==> src/rtl/npu_ofifo_collector_pkg.sv <==
// ----------------------------------------------------------------------------
// npu_ofifo_collector_pkg
// Shared types and helpers for the NPU output-FIFO collector:
//   coll_state_e : collector FSM state (ARB = pick a slice, SEND = stream entry)
//   sat_signed   : clamp a sign-extended value into a signed range of w bits
// ----------------------------------------------------------------------------
package npu_ofifo_collector_pkg;

  typedef enum logic {
    ARB  = 1'b0,
    SEND = 1'b1
  } coll_state_e;

  // v is sign-extended to 64 bits by the caller; the result is the nearest
  // value representable in w-bit two's complement, still sign-extended.
  function automatic logic signed [63:0] sat_signed(input logic signed [63:0] v,
                                                    input int unsigned       w);
    logic signed [63:0] hi;
    logic signed [63:0] lo;
    hi = (64'sd1 <<< (w - 1)) - 64'sd1;
    lo = -(64'sd1 <<< (w - 1));
    if (v > hi) return hi;
    if (v < lo) return lo;
    return v;
  endfunction

endpackage

==> src/rtl/npu_ofifo_collector_if.sv <==
// ----------------------------------------------------------------------------
// npu_ofifo_collector_if
// Bundles the slice output-FIFO read side and the serialized result stream.
//   i_ofifo_data  : show-ahead head entry of each slice FIFO
//   i_ofifo_ready : per-slice head-valid (FIFO non-empty), bit s = slice s
//   o_ofifo_ren   : per-slice pop strobe, one-hot or zero
//   o_res_data    : result element (OUTW bits, signed)
//   o_res_slice   : source slice id
//   o_res_last    : last element of the entry
//   o_res_valid   : result valid
//   i_res_ready   : downstream accepts
// Modports: master = collector side, slave = FIFO array / downstream side.
// ----------------------------------------------------------------------------
interface npu_ofifo_collector_if #(
  parameter int unsigned NUM_SLICES  = 4,
  parameter int unsigned BATCH       = 3,
  parameter int unsigned ACCUM_DATAW = 16,
  parameter int unsigned OUTW        = 16,
  parameter int unsigned SLICEW      = (NUM_SLICES > 1) ? $clog2(NUM_SLICES) : 1
);

  logic signed [ACCUM_DATAW-1:0] i_ofifo_data [0:NUM_SLICES-1][0:BATCH-1];
  logic        [NUM_SLICES-1:0]  i_ofifo_ready;
  logic        [NUM_SLICES-1:0]  o_ofifo_ren;
  logic signed [OUTW-1:0]        o_res_data;
  logic        [SLICEW-1:0]      o_res_slice;
  logic                          o_res_last;
  logic                          o_res_valid;
  logic                          i_res_ready;

  modport master (
    input  i_ofifo_data, i_ofifo_ready, i_res_ready,
    output o_ofifo_ren, o_res_data, o_res_slice, o_res_last, o_res_valid
  );

  modport slave (
    output i_ofifo_data, i_ofifo_ready, i_res_ready,
    input  o_ofifo_ren, o_res_data, o_res_slice, o_res_last, o_res_valid
  );

endinterface

==> src/rtl/npu_ofifo_collector_rr_arbiter.sv <==
// ----------------------------------------------------------------------------
// npu_rr_arbiter
// Combinational round-robin arbiter. Searches req_i starting at ptr_i and
// wrapping; the first requester found wins.
//   req_i       : request vector, bit k = requester k
//   ptr_i       : highest-priority requester index
//   gnt_o       : one-hot grant (zero when no request)
//   gnt_idx_o   : index of the granted requester
//   gnt_valid_o : any request granted
// ----------------------------------------------------------------------------
module npu_rr_arbiter #(
  parameter int unsigned N  = 4,
  parameter int unsigned IW = (N > 1) ? $clog2(N) : 1
) (
  input  logic [N-1:0]  req_i,
  input  logic [IW-1:0] ptr_i,
  output logic [N-1:0]  gnt_o,
  output logic [IW-1:0] gnt_idx_o,
  output logic          gnt_valid_o
);

  logic [IW-1:0] cand;
  logic          found;

  always_comb begin
    gnt_o       = '0;
    gnt_idx_o   = '0;
    gnt_valid_o = 1'b0;
    cand        = '0;
    found       = 1'b0;
    for (int unsigned k = 0; k < N; k++) begin
      cand = IW'((32'(ptr_i) + k) % N);
      if (!found && req_i[cand]) begin
        found       = 1'b1;
        gnt_valid_o = 1'b1;
        gnt_idx_o   = cand;
        gnt_o[cand] = 1'b1;
      end
    end
  end

endmodule

==> src/rtl/npu_ofifo_collector.sv <==
// ----------------------------------------------------------------------------
// npu_ofifo_collector
// Drains the per-slice output FIFOs of the NPU slice array and serializes
// each BATCH-wide entry into one element per handshake, tagged with the
// source slice and a last flag. Slices are picked round-robin.
//   clk : clock, rising edge
//   rst : synchronous active-high reset
//   bus : npu_ofifo_collector_if.master (FIFO read side + result stream)
// Build option: define NPU_COLLECTOR_SAT_EN to saturate each element from
// ACCUM_DATAW to RES_DATAW at capture (result width RES_DATAW instead of
// ACCUM_DATAW).
// ----------------------------------------------------------------------------
module npu_ofifo_collector
  import npu_ofifo_collector_pkg::*;
#(
  parameter int unsigned NUM_SLICES  = 4,
  parameter int unsigned BATCH       = 3,
  parameter int unsigned ACCUM_DATAW = 16,
  parameter int unsigned RES_DATAW   = 8
) (
  input logic                    clk,
  input logic                    rst,
  npu_ofifo_collector_if.master  bus
);

  localparam int unsigned SLICEW = (NUM_SLICES > 1) ? $clog2(NUM_SLICES) : 1;
  localparam int unsigned IDXW   = (BATCH > 1) ? $clog2(BATCH) : 1;
`ifdef NPU_COLLECTOR_SAT_EN
  localparam int unsigned OUTW   = RES_DATAW;
`else
  localparam int unsigned OUTW   = ACCUM_DATAW;
`endif

  function automatic logic signed [OUTW-1:0] conv_elem(input logic signed [ACCUM_DATAW-1:0] v);
`ifdef NPU_COLLECTOR_SAT_EN
    return OUTW'(sat_signed(64'(v), RES_DATAW));
`else
    return v;
`endif
  endfunction

  coll_state_e            state_q;
  logic [SLICEW-1:0]      ptr_q;
  logic [SLICEW-1:0]      tag_q;
  logic [IDXW-1:0]        idx_q;
  logic signed [OUTW-1:0] buf_q [0:BATCH-1];
  logic signed [OUTW-1:0] data_q;
  logic                   valid_q;

  logic [NUM_SLICES-1:0]  gnt;
  logic [SLICEW-1:0]      gnt_idx;
  logic                   gnt_valid;
  logic                   is_last;

  npu_rr_arbiter #(
    .N  (NUM_SLICES),
    .IW (SLICEW)
  ) u_arb (
    .req_i       (bus.i_ofifo_ready),
    .ptr_i       (ptr_q),
    .gnt_o       (gnt),
    .gnt_idx_o   (gnt_idx),
    .gnt_valid_o (gnt_valid)
  );

  assign is_last = (state_q == SEND) && (idx_q == IDXW'(BATCH - 1));

  // Pop in the same cycle the grant is made; the entry is captured at the edge.
  assign bus.o_ofifo_ren = (state_q == ARB && !rst) ? gnt : '0;
  assign bus.o_res_data  = data_q;
  assign bus.o_res_slice = tag_q;
  assign bus.o_res_last  = is_last;
  assign bus.o_res_valid = valid_q;

  always_ff @(posedge clk) begin
    if (rst) begin
      state_q <= ARB;
      ptr_q   <= '0;
      tag_q   <= '0;
      idx_q   <= '0;
      data_q  <= '0;
      valid_q <= 1'b0;
    end else begin
      unique case (state_q)
        ARB: begin
          if (gnt_valid) begin
            for (int unsigned i = 0; i < BATCH; i++) begin
              buf_q[i] <= conv_elem(bus.i_ofifo_data[gnt_idx][i]);
            end
            // Element 0 goes straight to the output register so valid data
            // appears one cycle after the pop.
            data_q  <= conv_elem(bus.i_ofifo_data[gnt_idx][0]);
            tag_q   <= gnt_idx;
            idx_q   <= '0;
            ptr_q   <= (gnt_idx == SLICEW'(NUM_SLICES - 1)) ? '0 : gnt_idx + 1'b1;
            valid_q <= 1'b1;
            state_q <= SEND;
          end
        end
        SEND: begin
          if (bus.i_res_ready) begin
            if (is_last) begin
              valid_q <= 1'b0;
              state_q <= ARB;
            end else begin
              idx_q  <= idx_q + 1'b1;
              data_q <= buf_q[idx_q + 1'b1];
            end
          end
        end
        default: state_q <= ARB;
      endcase
    end
  end

endmodule

==> src/flat_wrapper.sv <==
// flat-port wrapper written by rule: the top's interface ports become plain ports
module npu_ofifo_collector_flat import npu_ofifo_collector_pkg::*;
#(
  parameter int unsigned NUM_SLICES  = 4,
  parameter int unsigned BATCH       = 3,
  parameter int unsigned ACCUM_DATAW = 16,
  parameter int unsigned RES_DATAW   = 8
)
  (clk, rst, bus_i_ofifo_data, bus_i_ofifo_ready, bus_i_res_ready, bus_o_ofifo_ren, bus_o_res_data, bus_o_res_slice, bus_o_res_last, bus_o_res_valid);
  npu_ofifo_collector_if #(.NUM_SLICES(NUM_SLICES), .BATCH(BATCH), .ACCUM_DATAW(ACCUM_DATAW), .OUTW((16))) bus_i ();
  input logic clk;
  input logic rst;
  input wire logic [$bits(bus_i.i_ofifo_data)-1:0] bus_i_ofifo_data;
  input wire logic [$bits(bus_i.i_ofifo_ready)-1:0] bus_i_ofifo_ready;
  input wire logic [$bits(bus_i.i_res_ready)-1:0] bus_i_res_ready;
  output wire logic [$bits(bus_i.o_ofifo_ren)-1:0] bus_o_ofifo_ren;
  output wire logic [$bits(bus_i.o_res_data)-1:0] bus_o_res_data;
  output wire logic [$bits(bus_i.o_res_slice)-1:0] bus_o_res_slice;
  output wire logic [$bits(bus_i.o_res_last)-1:0] bus_o_res_last;
  output wire logic [$bits(bus_i.o_res_valid)-1:0] bus_o_res_valid;
  assign bus_i.i_ofifo_data = {>>{bus_i_ofifo_data}};
  assign bus_i.i_ofifo_ready = bus_i_ofifo_ready;
  assign bus_i.i_res_ready = bus_i_res_ready;
  assign bus_o_ofifo_ren = bus_i.o_ofifo_ren;
  assign bus_o_res_data = bus_i.o_res_data;
  assign bus_o_res_slice = bus_i.o_res_slice;
  assign bus_o_res_last = bus_i.o_res_last;
  assign bus_o_res_valid = bus_i.o_res_valid;
  npu_ofifo_collector #(.NUM_SLICES(NUM_SLICES), .BATCH(BATCH), .ACCUM_DATAW(ACCUM_DATAW), .RES_DATAW(RES_DATAW)) u_core (.clk(clk), .rst(rst), .bus(bus_i));
endmodule
==> config.mk <==
export PLATFORM = sky130hd
export DESIGN_NAME = npu_ofifo_collector_flat
export DESIGN_NICKNAME = d
export VERILOG_FILES = /design/src/rtl/npu_ofifo_collector_pkg.sv /design/src/rtl/npu_ofifo_collector_if.sv /design/src/rtl/npu_ofifo_collector_rr_arbiter.sv /design/src/rtl/npu_ofifo_collector.sv /design/src/flat_wrapper.sv
export SDC_FILE = /design/constraint.sdc
export NUM_CORES = 1
export LEC_CHECK = 0
export BUFFER_PORTS_ARGS = -buffer_cell sky130_fd_sc_hd__buf_2
export CAP_MARGIN = 15
export CORE_MARGIN = 2
export CORE_UTILIZATION = 44
export DETAILED_ROUTE_END_ITERATION = 8
export GPL_TIMING_DRIVEN = 0
export PLACE_DENSITY = 0.85
export SLEW_MARGIN = 20
export SYNTH_ARGS = -nofsm -noshare
export SYNTH_HDL_FRONTEND = slang
export SYNTH_SLANG_ARGS = --single-unit
==> constraint.sdc <==
create_clock -name clk -period 4.86 [get_ports clk]
set_clock_uncertainty 0.1 [all_clocks]
set_input_delay 0.972 -clock clk [delete_from_list [all_inputs] [get_ports clk]]
set_output_delay 0.972 -clock clk [all_outputs]
set_load 0.02 [all_outputs]
==> metrics.md <==
| Metric | Value |
|---|---|
| Post-CTS Repair Setup Buffers | `0` |
| Nets@finish | `1022` |
| #FFs+latches synth | `72` |
| Final hold violations | `0` |
| Critical path launch point type | `flop` |
| Initial Util | `0.446` |
| Placed cells | `976` |
| CP bufs+invs | `6` |
| Most Used Layer, Global Route | `met2` |
| Ys async rst share | `0` |
| Syn-to-layout area delta | `29.4%` |
| Synth Instances | `583` |
| EDFF count, synth | `48` |
| Worst-path cell chain | `buf_4, inv_1, clkbuf_2, buf_2, ha_1, clkbuf_1, nor2b_1, a22o_1, a32oi_1, o21ai_1, a221oi_1, nor2_1, buf_2` |
| Syn avg cell area | `9.53 µm²` |
| Synth Flop Type | `edfxtp_1` |
| Status | `finished, final reports clean` |
| Clk buf depth | `2` |
| Critical Path AT | `3.51 ns` |
| Fillers | `1132` |
| Largest net degree at the start of global routing | `28` |
| GP Congestion | `0.925` |
| Hold Buf Count CTS | `0` |
| Met1 Use GR | `0.289` |
| Full die area | `13500 µm²` |
| Total congestion overflow | `0` |
| DP HPWL | `13900 µm` |
| Critical path's slowest cell | `dfxtp_1` |
| Hold Crit Class | `reg -> reg` |
| WL/cell | `17.6 µm` |
| Area of the core | `12500 µm²` |
| Max-cap violation count | `0` |
| Met3 GRT Util | `0.0426` |
| Die span in x | `116 µm` |
| Sequential fraction of the synthesis area | `0.346` |
| Synth Cell Area | `5550 µm²` |
| DRT iter0 DRCs | `565` |
| Setup crit end kind | `output pin` |
| Achievable Freq | `0.218 GHz` |
| Die Span Y | `116 µm` |
| Maximum vdd drop | `0.000275 V` |
| Number of routed nets with antenna violations | `0` |
| RSZ-0062 raised after global routing | `no` |
| DR pass1 iterations | `7` |
| Initial antenna violation count | `2` |
| Clk_lat worst skew | `0.34 ns` |
| Cell repeated most along the worst path | `buf_2` |
| Crit-path max cell delay | `0.46 ns` |
| Row count | `41` |
| Pwr per Cell Area | `459 nW/µm²` |
| Num CTS Buffers | `9` |
| Vias per cell | `5.66` |
| Commonest cells post-synth | `113 x mux2i_1, 54 x nor2_1, 48 x edfxtp_1` |
| Dpl ws | `0.264 ns` |
| Leading area contributor after synthesis | `edfxtp_1` |
| Fin. max-slew vios | `0` |
| Total Routing Usage GR | `0.251` |
| Crit path kind | `reg -> out` |
| Top cell type's share of synthesized area | `0.260` |
| M2 GR Usage | `0.472` |
| # DRC | `0` |
| Critical path peak fanout | `12` |
| Top post-synthesis cells by area | `edfxtp_1 26%, mux2i_1 20%, dfxtp_1 8.7%` |
| Number of global-route vias before repair | `5321` |
| Slew headroom | `0.305` |
| Slew @ Worst Pin | `1.03 ns` |
| Ports | `223` |
| Leak Pwr | `3.07 nW` |
| First-pass GRT wire length | `26400 µm` |
| Critical path's top delay family | `buffers and inverters` |
| CTS tree | `done` |
| Post-synth cell types | `44` |
| Root Driver | `clkbuf_16` |
| Top-count cell post-synth | `mux2i_1` |
| Count of input and output buffers | `220` |
| H-Tree Depth | `3` |
| Vias post-DR | `5628` |
| Final setup violation count | `0` |
| Crit path setup slack, layout | `0.278 ns` |
| Tot Pwr | `0.00330 W` |
| Clock sink total | `72` |
| Final std cells w/o fill | `994` |
| Final worst-path cycle share | `0.943` |
| Syn_nets | `790` |
| Fin Hold WS | `0.357 ns` |
| Minimum clock period | `4.58 ns` |
| Routed WL | `17500 µm` |
| WP data required | `3.79 ns` |
| Layout cells sized above 1 | `0.356` |
| Synth warn | `0` |
| Clock slew at reported path FFs | `0.05 ns` |
-- kinds of logic after synthesis --
family	Yosys count	share of synthesized area
muxes	132	0.249
buffers and inverters	77	0.0662
DFF	72	0.346
adders and majority gates	8	0.0180
xor gates and xnor gates	2	0.00315
AOI/OAI and AO/OA	175	0.228
and+or+nand+nor	117	0.0901
-- stage by stage --
stage	setup TNS, ns	area [µm²]	util
after floorplan	0	5550	-
after detailed placement	0	6910	0.554
after CTS	0	7180	0.576
after global placement	-3.23	6870	0.551
final	0	7180	0.576
after global routing	0	7180	0.576
-- worst min-delay path: stages, from the launching register on --
cell	delay (ns)
dfxtp_1	0.30
nand2_1	0.05
a21oi_1	0.05
-- sequential cells by signal (all words and copies together), names as in the netlist --
signal	cells
u_core.bus.o_res_valid	1
u_core.bus.o_res_data	16
u_core.idx_q	2
u_core.bus.o_res_slice	2
u_core.ptr_q	2
u_core.buf_q	48
u_core.state_q	1
-- where the power goes --
part	switching [W]	internal, W
Sequential	0.0000563	0.000844
Clock	0.000234	0.000372
Combinational	0.000993	0.000797
-- layer usage --
layer | wire length [µm] | up-vias
met2 | 9050 | 292
li1 | - | 2708
met4 | 379 | 0
met3 | 1270 | 29
met5 | 0 | -
met1 | 6800 | 2599
-- repair_timing --
item,4_1_cts,5_1_grt
gates cloned,0,0
resized for setup,1,3
setup endpoints to repair,4,4
-- final cells by class --
class / instances / area (µm²) / share of cell area
diodes: 2 / 5.00 / 0.000697
flip-flops and latches: 72 / 1920 / 0.268
well taps: 172 / 215 / 0.0300
plain buffers: 57 / 295 / 0.0411
inverters: 20 / 75.1 / 0.0104
clock buffers: 15 / 268 / 0.0373
clock inverters: 1 / 3.75 / 0.000522
multi-input cells: 434 / 3270 / 0.455
repair buffers: 221 / 1130 / 0.157
-- final timing paths --
check | startpoint | slack [ns] | to | depth (start not counted)
max | u_core.ptr_q[0] | 0.28 | bus_o_ofifo_ren[1] | 13
min | u_core.bus.o_res_valid | 0.36 | u_core.bus.o_res_valid | 2
max reg2reg | u_core.ptr_q[0] | 0.62 | u_core.buf_q[1][9] | 12
min reg2reg | u_core.bus.o_res_valid | 0.36 | u_core.bus.o_res_valid | 2
-- cells in the final DEF, fill, tap and decap left out, types with 3 or more instances in the layout --
cell type,netlist,layout
mux2i_1,113,113
a22oi_1,5,5
o221a_2,16,16
nor2_1,54,53
o21ai_1,2,3
o22a_1,16,16
o21ai_0,35,34
dfxtp_1,24,24
nor4_1,3,3
ha_1,8,8
clkbuf_16,0,9
o22ai_1,16,16
a221oi_1,5,5
nor3_1,4,4
inv_1,20,20
a31oi_1,16,16
mux2_2,15,15
mux4_2,3,3
a21oi_1,22,22
a211oi_1,19,19
edfxtp_1,48,48
buf_6,8,8
buf_2,9,230
clkbuf_1,35,38
nand3b_1,3,3
a222oi_1,16,16
nand2_1,42,42
No activity file was read; power rests on OpenSTA's default activity.
